===== src/rtl/vram_hdma_if.sv =====
// Bus bundle for the VRAM DMA sequencer: CPU register port, LCD status,
// source read path and VRAM write port.
interface vram_hdma_if;
    logic        cpu_sel;
    logic [2:0]  cpu_addr;
    logic        cpu_wr;
    logic [7:0]  cpu_di;
    logic [7:0]  cpu_do;
    logic [1:0]  lcd_mode;
    logic        lcd_on;
    logic        hdma_active;
    logic [15:0] src_addr;
    logic        src_rd;
    logic [7:0]  src_data;
    logic        vram_wr;
    logic [12:0] vram_addr;
    logic [7:0]  vram_data;

    modport slave (
        input  cpu_sel, cpu_addr, cpu_wr, cpu_di, lcd_mode, lcd_on, src_data,
        output cpu_do, hdma_active, src_addr, src_rd, vram_wr, vram_addr, vram_data
    );

    modport master (
        output cpu_sel, cpu_addr, cpu_wr, cpu_di, lcd_mode, lcd_on, src_data,
        input  cpu_do, hdma_active, src_addr, src_rd, vram_wr, vram_addr, vram_data
    );
endinterface


===== src/rtl/vram_hdma.sv =====
// CGB-style VRAM DMA sequencer (FF51-FF55), copying 16-byte blocks into VRAM.
// Define VRAM_HDMA_HBLANK_EN to enable HBlank-paced transfers; otherwise all transfers are GDMA.
//
// state    | meaning
// IDLE     | no transfer; FF55 write starts one
// GDMA_RUN | all blocks back to back
// HB_WAIT  | waiting for a rising HBlank edge (lcd on, mode 0)
// HB_RUN   | copying one 16-byte block
// HB_HOLD  | block done, waiting for HBlank to end
module vram_hdma #(
    parameter int BYTE_CYCLES = 2
) (
    input  logic   clk,
    input  logic   reset,
    vram_hdma_if.slave bus
);
    localparam int PW = (BYTE_CYCLES > 2) ? $clog2(BYTE_CYCLES) : 1;
    localparam logic [PW-1:0] PH_LAST = PW'(BYTE_CYCLES - 1);
    localparam logic [PW-1:0] PH_PRE  = PW'(BYTE_CYCLES - 2);
    localparam logic [PW-1:0] PH_DATA = PW'(1);

`ifdef VRAM_HDMA_HBLANK_EN
    typedef enum logic [2:0] {IDLE, GDMA_RUN, HB_WAIT, HB_RUN, HB_HOLD} state_t;
`else
    typedef enum logic [0:0] {IDLE, GDMA_RUN} state_t;
`endif

    state_t          state_q;
    logic [7:0]      src_hi_q;
    logic [3:0]      src_lo_q;
    logic [4:0]      dst_hi_q;
    logic [3:0]      dst_lo_q;
    logic [15:0]     src_cnt_q;
    logic [12:0]     dst_cnt_q;
    logic [6:0]      blk_left_q;
    logic [3:0]      byte_idx_q;
    logic [PW-1:0]   phase_q;
    logic [7:0]      data_q;
    logic            term_q;
    logic            active_q;
    logic            src_rd_q;
    logic            vram_wr_q;

    logic [15:0]     src_cnt_d;
    logic [12:0]     dst_cnt_d;
    logic [6:0]      blk_left_d;
    logic            ff55_wr;
    logic            byte_end;
    logic            blk_end;
    logic            last_blk;
    logic            running;
    logic [7:0]      ff55_val;

    assign src_cnt_d  = src_cnt_q + 16'd1;
    assign dst_cnt_d  = dst_cnt_q + 13'd1;
    assign blk_left_d = blk_left_q - 7'd1;
    assign ff55_wr    = bus.cpu_sel & bus.cpu_wr & (bus.cpu_addr == 3'd4);
    assign byte_end   = (phase_q == PH_LAST);
    assign blk_end    = byte_end & (byte_idx_q == 4'hF);
    assign last_blk   = (blk_left_q == 7'd0);

`ifdef VRAM_HDMA_HBLANK_EN
    logic hb_prev_q;
    logic term_req_q;
    logic hb_now;
    logic ff55_stop;
    assign hb_now    = (bus.lcd_mode == 2'd0) & bus.lcd_on;
    assign ff55_stop = ff55_wr & ~bus.cpu_di[7];
    assign running   = (state_q == GDMA_RUN) | (state_q == HB_RUN);
`else
    assign running   = (state_q == GDMA_RUN);
`endif

    always_ff @(posedge clk) begin
        if (reset) begin
            state_q    <= IDLE;
            src_hi_q   <= '0;
            src_lo_q   <= '0;
            dst_hi_q   <= '0;
            dst_lo_q   <= '0;
            src_cnt_q  <= '0;
            dst_cnt_q  <= '0;
            blk_left_q <= '0;
            byte_idx_q <= '0;
            phase_q    <= '0;
            data_q     <= '0;
            term_q     <= 1'b0;
            active_q   <= 1'b0;
            src_rd_q   <= 1'b0;
            vram_wr_q  <= 1'b0;
`ifdef VRAM_HDMA_HBLANK_EN
            hb_prev_q  <= 1'b0;
            term_req_q <= 1'b0;
`endif
        end else begin
            if (bus.cpu_sel && bus.cpu_wr) begin
                case (bus.cpu_addr)
                    3'd0:    src_hi_q <= bus.cpu_di;
                    3'd1:    src_lo_q <= bus.cpu_di[7:4];
                    3'd2:    dst_hi_q <= bus.cpu_di[4:0];
                    3'd3:    dst_lo_q <= bus.cpu_di[7:4];
                    default: ;
                endcase
            end
`ifdef VRAM_HDMA_HBLANK_EN
            hb_prev_q <= hb_now;
`endif
            src_rd_q  <= 1'b0;
            vram_wr_q <= 1'b0;

            // Byte engine: read on phase 0, write on the last phase.
            if (running) begin
                if (phase_q == PH_DATA) data_q <= bus.src_data;
                if (byte_end) begin
                    phase_q    <= '0;
                    src_cnt_q  <= src_cnt_d;
                    dst_cnt_q  <= dst_cnt_d;
                    byte_idx_q <= byte_idx_q + 4'd1;
                    src_rd_q   <= ~blk_end;
                end else begin
                    phase_q   <= phase_q + PW'(1);
                    vram_wr_q <= (phase_q == PH_PRE);
                end
            end

            case (state_q)
                IDLE: begin
                    if (ff55_wr) begin
                        src_cnt_q  <= {src_hi_q, src_lo_q, 4'h0};
                        dst_cnt_q  <= {dst_hi_q, dst_lo_q, 4'h0};
                        blk_left_q <= bus.cpu_di[6:0];
                        term_q     <= 1'b0;
                        phase_q    <= '0;
                        byte_idx_q <= '0;
`ifdef VRAM_HDMA_HBLANK_EN
                        term_req_q <= 1'b0;
                        if (bus.cpu_di[7]) begin
                            state_q <= HB_WAIT;
                        end else begin
                            state_q  <= GDMA_RUN;
                            active_q <= 1'b1;
                            src_rd_q <= 1'b1;
                        end
`else
                        state_q  <= GDMA_RUN;
                        active_q <= 1'b1;
                        src_rd_q <= 1'b1;
`endif
                    end
                end
                GDMA_RUN: begin
                    if (blk_end) begin
                        if (last_blk) begin
                            state_q  <= IDLE;
                            active_q <= 1'b0;
                        end else begin
                            blk_left_q <= blk_left_d;
                            src_rd_q   <= 1'b1;
                        end
                    end
                end
`ifdef VRAM_HDMA_HBLANK_EN
                HB_WAIT: begin
                    if (ff55_stop) begin
                        state_q <= IDLE;
                        term_q  <= 1'b1;
                    end else if (hb_now && !hb_prev_q) begin
                        state_q    <= HB_RUN;
                        active_q   <= 1'b1;
                        src_rd_q   <= 1'b1;
                        phase_q    <= '0;
                        byte_idx_q <= '0;
                    end
                end
                HB_RUN: begin
                    if (ff55_stop) term_req_q <= 1'b1;
                    if (blk_end) begin
                        active_q <= 1'b0;
                        if (last_blk) begin
                            state_q <= IDLE;
                        end else begin
                            blk_left_q <= blk_left_d;
                            if (term_req_q || ff55_stop) begin
                                state_q <= IDLE;
                                term_q  <= 1'b1;
                            end else begin
                                state_q <= HB_HOLD;
                            end
                        end
                    end
                end
                HB_HOLD: begin
                    if (ff55_stop) begin
                        state_q <= IDLE;
                        term_q  <= 1'b1;
                    end else if (bus.lcd_mode != 2'd0) begin
                        state_q <= HB_WAIT;
                    end
                end
`endif
                default: state_q <= IDLE;
            endcase
        end
    end

    always_comb begin
        ff55_val = {1'b0, blk_left_q};
        if (state_q == IDLE) ff55_val = term_q ? {1'b1, blk_left_q} : 8'hFF;
    end

    assign bus.cpu_do      = !bus.cpu_sel ? 8'h00 : ((bus.cpu_addr == 3'd4) ? ff55_val : 8'hFF);
    assign bus.hdma_active = active_q;
    assign bus.src_rd      = src_rd_q;
    assign bus.src_addr    = src_cnt_q;
    assign bus.vram_wr     = vram_wr_q;
    assign bus.vram_addr   = dst_cnt_q;
    // With two clocks per byte the source byte arrives in the write clock itself.
    assign bus.vram_data   = vram_wr_q ? ((phase_q == PH_DATA) ? bus.src_data : data_q) : 8'h00;
endmodule


===== src/flat_wrapper.sv =====
// flat-port wrapper written by rule: the top's interface ports become plain ports
module vram_hdma_flat 
#(
    parameter int BYTE_CYCLES = 2
)
  (clk, reset, bus_cpu_sel, bus_cpu_addr, bus_cpu_wr, bus_cpu_di, bus_lcd_mode, bus_lcd_on, bus_src_data, bus_cpu_do, bus_hdma_active, bus_src_addr, bus_src_rd, bus_vram_wr, bus_vram_addr, bus_vram_data);
  vram_hdma_if bus_i ();
  input  logic clk;
  input  logic reset;
  input wire logic [$bits(bus_i.cpu_sel)-1:0] bus_cpu_sel;
  input wire logic [$bits(bus_i.cpu_addr)-1:0] bus_cpu_addr;
  input wire logic [$bits(bus_i.cpu_wr)-1:0] bus_cpu_wr;
  input wire logic [$bits(bus_i.cpu_di)-1:0] bus_cpu_di;
  input wire logic [$bits(bus_i.lcd_mode)-1:0] bus_lcd_mode;
  input wire logic [$bits(bus_i.lcd_on)-1:0] bus_lcd_on;
  input wire logic [$bits(bus_i.src_data)-1:0] bus_src_data;
  output wire logic [$bits(bus_i.cpu_do)-1:0] bus_cpu_do;
  output wire logic [$bits(bus_i.hdma_active)-1:0] bus_hdma_active;
  output wire logic [$bits(bus_i.src_addr)-1:0] bus_src_addr;
  output wire logic [$bits(bus_i.src_rd)-1:0] bus_src_rd;
  output wire logic [$bits(bus_i.vram_wr)-1:0] bus_vram_wr;
  output wire logic [$bits(bus_i.vram_addr)-1:0] bus_vram_addr;
  output wire logic [$bits(bus_i.vram_data)-1:0] bus_vram_data;
  assign bus_i.cpu_sel = bus_cpu_sel;
  assign bus_i.cpu_addr = bus_cpu_addr;
  assign bus_i.cpu_wr = bus_cpu_wr;
  assign bus_i.cpu_di = bus_cpu_di;
  assign bus_i.lcd_mode = bus_lcd_mode;
  assign bus_i.lcd_on = bus_lcd_on;
  assign bus_i.src_data = bus_src_data;
  assign bus_cpu_do = bus_i.cpu_do;
  assign bus_hdma_active = bus_i.hdma_active;
  assign bus_src_addr = bus_i.src_addr;
  assign bus_src_rd = bus_i.src_rd;
  assign bus_vram_wr = bus_i.vram_wr;
  assign bus_vram_addr = bus_i.vram_addr;
  assign bus_vram_data = bus_i.vram_data;
  vram_hdma #(.BYTE_CYCLES(BYTE_CYCLES)) u_core (.clk(clk), .reset(reset), .bus(bus_i));
endmodule

===== config.mk =====
export PLATFORM = sky130hd
export DESIGN_NAME = vram_hdma_flat
export DESIGN_NICKNAME = d
export VERILOG_FILES = /design/src/rtl/vram_hdma_if.sv /design/src/rtl/vram_hdma.sv /design/src/flat_wrapper.sv
export SDC_FILE = /design/constraint.sdc
export NUM_CORES = 1
export LEC_CHECK = 0
export BUFFER_PORTS_ARGS = -buffer_cell sky130_fd_sc_hd__clkbuf_2
export CORE_MARGIN = 8
export CORE_UTILIZATION = 50
export CTS_BUF_LIST = sky130_fd_sc_hd__clkbuf_8
export CTS_CLUSTER_DIAMETER = 50
export CTS_CLUSTER_SIZE = 16
export DETAILED_ROUTE_END_ITERATION = 10
export PLACE_DENSITY = 0.74
export SLEW_MARGIN = 10
export SYNTH_ARGS = -nofsm -noshare
export SYNTH_HDL_FRONTEND = slang
export SYNTH_SLANG_ARGS = --single-unit

===== constraint.sdc =====
create_clock -name clk -period 2.35 [get_ports clk]
set_clock_uncertainty 0.1 [all_clocks]
set_input_delay 0.1175 -clock clk [delete_from_list [all_inputs] [get_ports clk]]
set_output_delay 0.1175 -clock clk [all_outputs]
set_load 0.01 [all_outputs]

==> results.md, run 1 <==
* Fill count at 594
* Vias in the first global route at between 2k and 3k
* Slowest CP cell: dfxtp_1
* CTS clock-pin slew for the worst setup and hold paths at 0.08 ns
* H-tree levels at 3
* Met1 Use GR at 19.6%
* Worst hold path class: primary input to flip-flop
* Initial drt markers at 128
* Final worst-path cycle share at slightly above 80%
* Initial Utilization at around 51%
* CTS Buf Count at 9
* Routability congestion estimate at 0.812
* Via-per-instance ratio at 5.44
* Pre-CTS setup slack at roughly 0.47 ns
* Core Area at 6720 µm²
* Required @ worst endpoint at ~2.5 ns
* Die area at 9810 µm²
* Syn avg cell area at between 8 and 9 µm²
* Max-slew headroom at 57.3%
* Max_cap viols at 0
* Row count at 30
* Max frequency at between 500 and 600 MHz
* Post-Syn Instances at 394
* Max FO, Critical Path at 10
* CP peak stage delay at 0.54 ns
* DR pass1 iterations at 5
* Flops & latches, synth at 74
* Final nets at a little over 500
* Worst Setup End Kind: flip-flop
* Post-Synthesis Net Count at approximately 430
* Top cell family by delay on the critical path: simple AND/OR/NAND/NOR gates
* Min-Delay Path Depth at 3
* P&R area growth vs syn at 22.3%
* Final slew viol count at 0
* Synth Warn # at 0
* PwrDens at 597 nW/µm²
* Leak at 1.69 nW
* R2R cell count at 5
* Cell variety after synth at 42
* Ys async rst share at 0%
* CTS tree: done
* VDD IR max at 395 µV
* Initial antenna violation count at 0
* Status: finished, final reports clean
* Crit. path cell count at 5
* Critical path arrival at 2.08 ns
* Grt peak-use layer: met2
* Most frequent cells in the layout: dfxtp_1 (74), clkbuf_2 (70), nor2_1 (65)
* Synthesized cell area at 3450 µm²
* Final WL at just under 9 mm
* Global-route wire length before repair at roughly 14 mm
* Setup TNS at 0 ns
* Die height at 99.1 µm
* Met2 GRT Util at 31.3%
* ANT cells at 0
* Remaining routing DRC violations at 0
* Root buf cell: clkbuf_8
* Final ANT Viol Nets at 0
* Number of enable flip-flop cells after synthesis at 0
* Worst path setup slack after routing at roughly 0.44 ns
* Clock tree buffer depth at 2
* Port bufs at 70
* Min Tclk post-route at 1.91 ns
* M3 GR Usage at 7.12%
* Worst-Skew Late Latency at about 0.35 ns
* Largest net degree at the start of global routing at 62
* Clock sink count at 74
* CP dominant cell by count: nand3_1
* Worst slew pin tran at 0.640 ns
* Gr usage total at 17.8%
* Grt ovf at 0
* Power consumption at 2.52 mW
* IO Count at 74
* DP Wirelength at 6.15 mm
* Post-layout util at a little over three fifths
* Buf/Inv on CP at 0
* Kind of critical path: flip-flop to flip-flop
* Commonest non-fill, non-tap cell in the layout: dfxtp_1
* Fin Hold WS at 0.0233 ns
* Wire per inst at 15.4 µm
* Layout cells sized above 1 at 21.1%
* Critical path startpoint category: flip-flop
* Die X-Extent at around 100 µm
* Final Hold Violating Endpoints at 0
* Synth Flop Type: dfxtp_1
* Seq/Total Area, Yosys at roughly 43%
* Crit-path cells: nand3_1 -> nor2_1 -> nand3_1 -> xor2_1 -> a211oi_1
* Detailed-route via count at 3060
* Final Setup Violations at 0
* RSZ-0062 raised after global routing: false
* Number of gates resized after cts at 0
[Yosys cell counts (3+ instances only)]
| cell | number | area share, % |
|---|---|---|
| dfxtp_1 | 74 | 43 |
| nor2_1 | 65 | 7.1 |
| nand2_1 | 41 | 4.5 |
| mux2i_1 | 29 | 8.4 |
| a211oi_1 | 21 | 4.6 |
| xor2_1 | 20 | 5.1 |
| a21oi_1 | 19 | 2.8 |
| nor2b_1 | 12 | 2.2 |
| clkbuf_1 | 11 | 1.2 |
| nand4_1 | 11 | 2.0 |
| buf_2 | 8 | 1.2 |
| nand3_1 | 8 | 1.2 |
| xnor2_1 | 8 | 2.0 |
| o21a_1 | 7 | 1.5 |
| o21ai_0 | 7 | 1.0 |
| ha_1 | 5 | 1.8 |
| inv_1 | 5 | 0.54 |
| nor3_1 | 4 | 0.58 |
| and2_1 | 3 | 0.54 |
| nand2b_1 | 3 | 0.54 |
| nand3b_1 | 3 | 0.65 |
[final cells by class]
class	instances	area, µm²	share of cell area [%]
multi-input cells	293	1850	43.8
flip-flops and latches	74	1480	35.1
repair buffers	95	573	13.6
clock buffers	10	138	3.26
well taps	80	100	2.37
clock inverters	5	55.1	1.30
inverters	6	22.5	0.534
[flip-flops by register name, summed over array words and instances, names as in the netlist, 5 cells and up]
name                  count
u_core.dst_hi_q           5
u_core.blk_left_q         7
u_core.bus.src_addr      16
u_core.data_q             8
u_core.src_hi_q           8
u_core.bus.vram_addr     13
[metal layers]
layer / vias to the layer above / wire length, µm
met5: - / 0
met4: 0 / 89
met3: 12 / 543
met2: 67 / 4330
met1: 1437 / 3710
li1: 1544 / -
[path summary, 6_finish.rpt]
check	end	from	slack (ns)
worst min-delay path	u_core.src_lo_q[1]$_SDFFE_PP0P_	bus_cpu_di[5]	0.02
worst max-delay path	u_core.bus.src_addr[12]$_SDFF_PP0_	u_core.running$_SDFF_PP0_	0.44
worst min register to register	u_core.data_q[1]$_SDFFE_PP0P_	u_core.data_q[1]$_SDFFE_PP0P_	0.36
worst max register to register	u_core.bus.src_addr[12]$_SDFF_PP0_	u_core.running$_SDFF_PP0_	0.44
[worst register-to-register path: stages, from the launching register on]
cell	delay, ns
dfxtp_1	0.54
nand3_1	0.21
nor2_1	0.42
nand3_1	0.17
xor2_1	0.17
a211oi_1	0.22
[power by group]
part	internal (mW)	switching [mW]
combinational	0.108	0.131
clock	0.509	0.459
sequential	1.28	0.0323
[cell families after synthesis]
kind of cell	count (synthesis)	synth area share, %
compound gates	68	13.3
xor+xnor	28	7.11
fa+ha+maj	5	1.81
buf+inv	27	3.45
flops	74	42.9
mux	29	8.41
simple gates	163	23.0
[through the flow]
step / area (µm²) / instances
4_1_cts: 4220 / 563
3_3_place_gp: 3890 / 534
3_5_place_dp: 3890 / 534
5_1_grt: 4220 / 563
6_report: 4220 / 563
2_1_floorplan: 3450 / 394
[repair_timing]
action | 4_1_cts | 5_1_grt
hold buffers | 14 | 0
setup buffers | 0 | 0
hold endpoints to repair | 22 | 0
Power figures use the tool's default switching activity.
==> run 2: changes to the inputs <==
--- a/config.mk
+++ b/config.mk
@@ -5,6 +5,7 @@
 export SDC_FILE = /design/constraint.sdc
 export NUM_CORES = 1
 export LEC_CHECK = 0
+export ABC_AREA = 1
 export BUFFER_PORTS_ARGS = -buffer_cell sky130_fd_sc_hd__clkbuf_2
 export CORE_MARGIN = 8
 export CORE_UTILIZATION = 50
==> constraint.sdc (replaced) <==
create_clock -name clk -period 1.9 [get_ports clk]
set_clock_uncertainty 0.1 [all_clocks]
set_input_delay 0.095 -clock clk [delete_from_list [all_inputs] [get_ports clk]]
set_output_delay 0.095 -clock clk [all_outputs]
set_load 0.01 [all_outputs]
==> run 2 against run 1 <==
  * Sequential power increased by 22%
  * Worst setup slack got worse by 0.29 ns
  * Register-to-register slack got worse by 0.23 ns
  * Final cell count increased by 32%
  * Synthesized area increased by 5.3%
  * Synthesized cell count increased by 39%
  * Clock power increased by 26%
  * Critical path type is now flip-flop to primary output
  * Largest cell class unchanged
  * Largest power group unchanged
==> results.md, run 2 <==
* Worst slew pin tran at 0.443 ns (-0.197 ns)
* Placed cell area at 4130 µm² (+6.3%)
* Post-synthesis simple-gate area fraction at 31.1% (+8.1 points)
* Gr usage total at 20.3% (+2.5 points)
* Row count at 31 (+3.3%)
* Max FO, Critical Path at 7 (-3)
* P&R area growth vs syn at 23.9%
* Worst r2r dst: u_core.bus.vram_addr[12]$_SDFF_PP0_
* Synthesized cell area at 3630 µm² (+5.3%)
* Largest net degree at the start of global routing at 44 (-29%)
* Met1 Use GR at 26.6% (+7.0 points)
* Critical path arrival at 1.55 ns (-0.53 ns)
* Hold path startpoint: bus_cpu_addr[1]
* Non-filler cells, final at 743 (+32%)
* IO Count at 74 (unchanged)
* VDD IR max at 363 µV (-8.0%)
* Flops & latches, synth at 74 (unchanged)
* Min-Delay Path Depth at 5 (+2)
* Number of enable flip-flop cells after synthesis at 0 (unchanged)
* Max-slew headroom at 70.3% (+13 points)
* Remaining routing DRC violations at 0 (unchanged)
* Final WL at 9.76 mm (+13%)
* RSZ-0062 raised after global routing: false
* Wire per inst at 13.1 µm (-15%)
* Root buf cell: clkbuf_8
* Critical path startpoint category: flip-flop
* Met2 GRT Util at 31.6% (+0.29 points)
* Clock tree buffer depth at 2 (unchanged)
* Via-per-instance ratio at 5.06 (-6.9%)
* Routability congestion estimate at 0.905 (+11%)
* Final ANT Viol Nets at 0 (unchanged)
* Cell variety after synth at 25 (-40%)
* Synth Warn # at 0 (unchanged)
* Syn avg cell area at 6.64 µm² (-24%)
* ANT cells at 0 (unchanged)
* H-tree levels at 3 (unchanged)
* Final nets at 670 (+31%)
* Core Area at 7140 µm² (+6.2%)
* Crit-path cells: buf_4 -> inv_1 -> o21ai_2 -> o21ai_0 -> clkbuf_2
* Worst Hold End: u_core.src_lo_q[2]$_SDFFE_PP0P_
* Reg2reg setup slack at 0.21 ns (-0.23 ns)
* Worst-Skew Late Latency at 0.35 ns (about the same)
* Die height at 101 µm (+2.2%)
* Initial Utilization at 50.9% (-0.45 points)
* Max frequency at 572 MHz
* Final slew viol count at 0 (unchanged)
* Setup Buffers After CTS at 0 (unchanged)
* Area contributors post-synth: dfxtp_1 (41%), nor2_1 (11%), nand2_1 (9.9%)
* Synth top area share at 40.8% (-2.2 points)
* Largest family of logic cells by synthesized area: simple AND/OR/NAND/NOR gates
* Die area at 10200 µm² (+4.4%)
* Final Setup Violations at 0 (unchanged)
* Compound-gate portion of the synthesized area at 15.6% (+2.3 points)
* Top cells by count, synth: nor2_1 (109), nand2_1 (96), dfxtp_1 (74)
* Die X-Extent at 101 µm (+2.2%)
* Vias in the first global route at 3597 (+22%)
* Synth Area in XOR/XNOR at 2.41% (-4.7 points)
* DP Wirelength at 7.20 mm (+17%)
* DR pass1 iterations at 5 (unchanged)
* Synth Flop Type: dfxtp_1
* Detailed-route via count at 3760 (+23%)
* Initial drt markers at 197 (+54%)
* Worst hold path class: primary input to flip-flop
* Placed cell count at 710 (+33%)
* CTS clock-pin slew for the worst setup and hold paths at 0.08 ns (about the same)
* Required @ worst endpoint at 1.70 ns (-0.82 ns)
* CTS Buf Count at 9 (unchanged)
* PwrDens at 681 nW/µm² (+14%)
* Seq/Total Area, Yosys at 40.8% (-2.2 points)
* Most frequent cells in the layout: nor2_1 (108), nand2_1 (96), dfxtp_1 (73)
* Commonest non-fill, non-tap cell in the layout: nor2_1
* Initial antenna violation count at 0 (unchanged)
* Ys async rst share at 0% (unchanged)
* Post-Syn Instances at 547 (+39%)
* Mux contribution to synthesized area at 0% (-8.4 points)
* CTS tree: done
* Status: finished, final reports clean
* Fin area at 4500 µm² (+6.7%)
* Kind of critical path: flip-flop to primary output
* Synth area leader: dfxtp_1
* Post-layout util at 63.1% (+0.29 points)
* R2r startpoint: u_core.bus.vram_addr[0]$_SDFF_PP0_
* Final worst-path cycle share at 92.0%
* Global-route wire length before repair at 16.8 mm (+18%)
* Final Hold Violating Endpoints at 0 (unchanged)
* R2R cell count at 8 (+3)
* Worst Setup End Kind: primary output
* Min Tclk post-route at 1.75 ns
* Grt peak-use layer: met2
* CP peak stage delay at 0.41 ns (-0.13 ns)
* Port bufs at 70 (unchanged)
* Slowest CP cell: dfxtp_2
* Adder-cell area share of the yosys netlist at 1.72% (-0.091 points)
* Setup TNS at 0 ns (unchanged)
* Max_cap viols at 0 (unchanged)
* Power consumption at 3.07 mW (+22%)
* Grt ovf at 0 (unchanged)
* Clock sink count at 74 (unchanged)
* M3 GR Usage at 4.47% (-2.7 points)
* Most numerous cell in the Yosys netlist: nor2_1
* Layout cells sized above 1 at 16.9% (-4.2 points)
* Leak at 2.09 nW (+24%)
* Largest register FFs at 16 (unchanged)
* Post-Synthesis Net Count at 578 (+36%)
[run 2: cell types whose count changed in the layout (fill, tap and decap cells not counted), sizes merged, moves of 4 or more]
cell,previous run,this run
o21ai,7,70
inv,5,63
nand2,41,98
nor2,65,113
mux2i,29,0
nand3,8,33
a211oi,21,0
a21oi,19,36
xor2,20,6
nor2b,12,0
o21a,7,0
nor3,5,10
xnor2,8,4
[run 2: routing by layer]
| layer | routed length [µm] | part of all wire [%] |
|---|---|---|
| met2 | 4370 | 45 |
| met5 | 0 | 0 |
| met3 | 550 | 5.6 |
| met1 | 4680 | 48 |
| met4 | 156 | 1.6 |
[run 2: per-stage QoR]
stage                     hold slack (ns)  setup slack [ns]
after floorplan                     0.130             0.426
after global placement              0.239             0.242
after detailed placement            0.253             0.149
after CTS                          0.0647            0.0343
after global routing                0.115           0.00333
final                              0.0751             0.152
[run 2: power breakdown]
part,switching (mW),leakage [nW],internal [mW]
clock network,0.609,0.0989,0.606
registers,0.0214,0.598,1.57
logic,0.148,1.39,0.106
[run 2: cell families (layout without fill, tap and decap cells)]
group,after synthesis,count (layout)
fa+ha+maj,5,5
xor+xnor,10,10
flops,74,74
compound gates,111,111
simple gates,269,269
buf+inv,78,175
[run 2: area by class of cell]
type	instances	area (µm²)
Multi-Input combinational cell	395	1850
Clock buffer	9	124
Inverter	60	225
Timing Repair Buffer	99	623
Sequential cell	74	1480
Tap cell	99	124
Fill cell	664	2640
Clock inverter	7	70.1
[run 2: worst max path at each step]
stage                     slack [ns]                               start                            endpoint  cells after the start
after floorplan                 0.43  u_core.bus.vram_addr[0]$_SDFF_PP0_  u_core.bus.vram_addr[8]$_SDFF_PP0_                      8
after global placement          0.24           u_core.running$_SDFF_PP0_   u_core.blk_left_q[6]$_SDFFE_PP0P_                      7
after detailed placement        0.15           u_core.running$_SDFF_PP0_                       bus_cpu_do[3]                      5
after CTS                       0.03           u_core.running$_SDFF_PP0_                       bus_cpu_do[3]                      5
after global routing           0.003           u_core.running$_SDFF_PP0_                       bus_cpu_do[5]                      5
final                           0.15           u_core.running$_SDFF_PP0_                       bus_cpu_do[3]                      5
[run 2: repair_timing]
| item | in CTS | in global routing |
|---|---|---|
| cloned | 0 | 0 |
| hold endpoints to repair | 26 | 0 |
| resized for setup | 2 | 2 |
| endpoints found under the setup margin | 7 | 9 |
| hold buffers | 17 | 0 |
[run 2: worst max-delay path, delay by kind of cell, from the launching register on]
kind                   cells  cell delay (ns)
AO/OA/AOI/OAI              2             0.38
buffers and inverters      3             0.43
flip-flops                 1             0.41
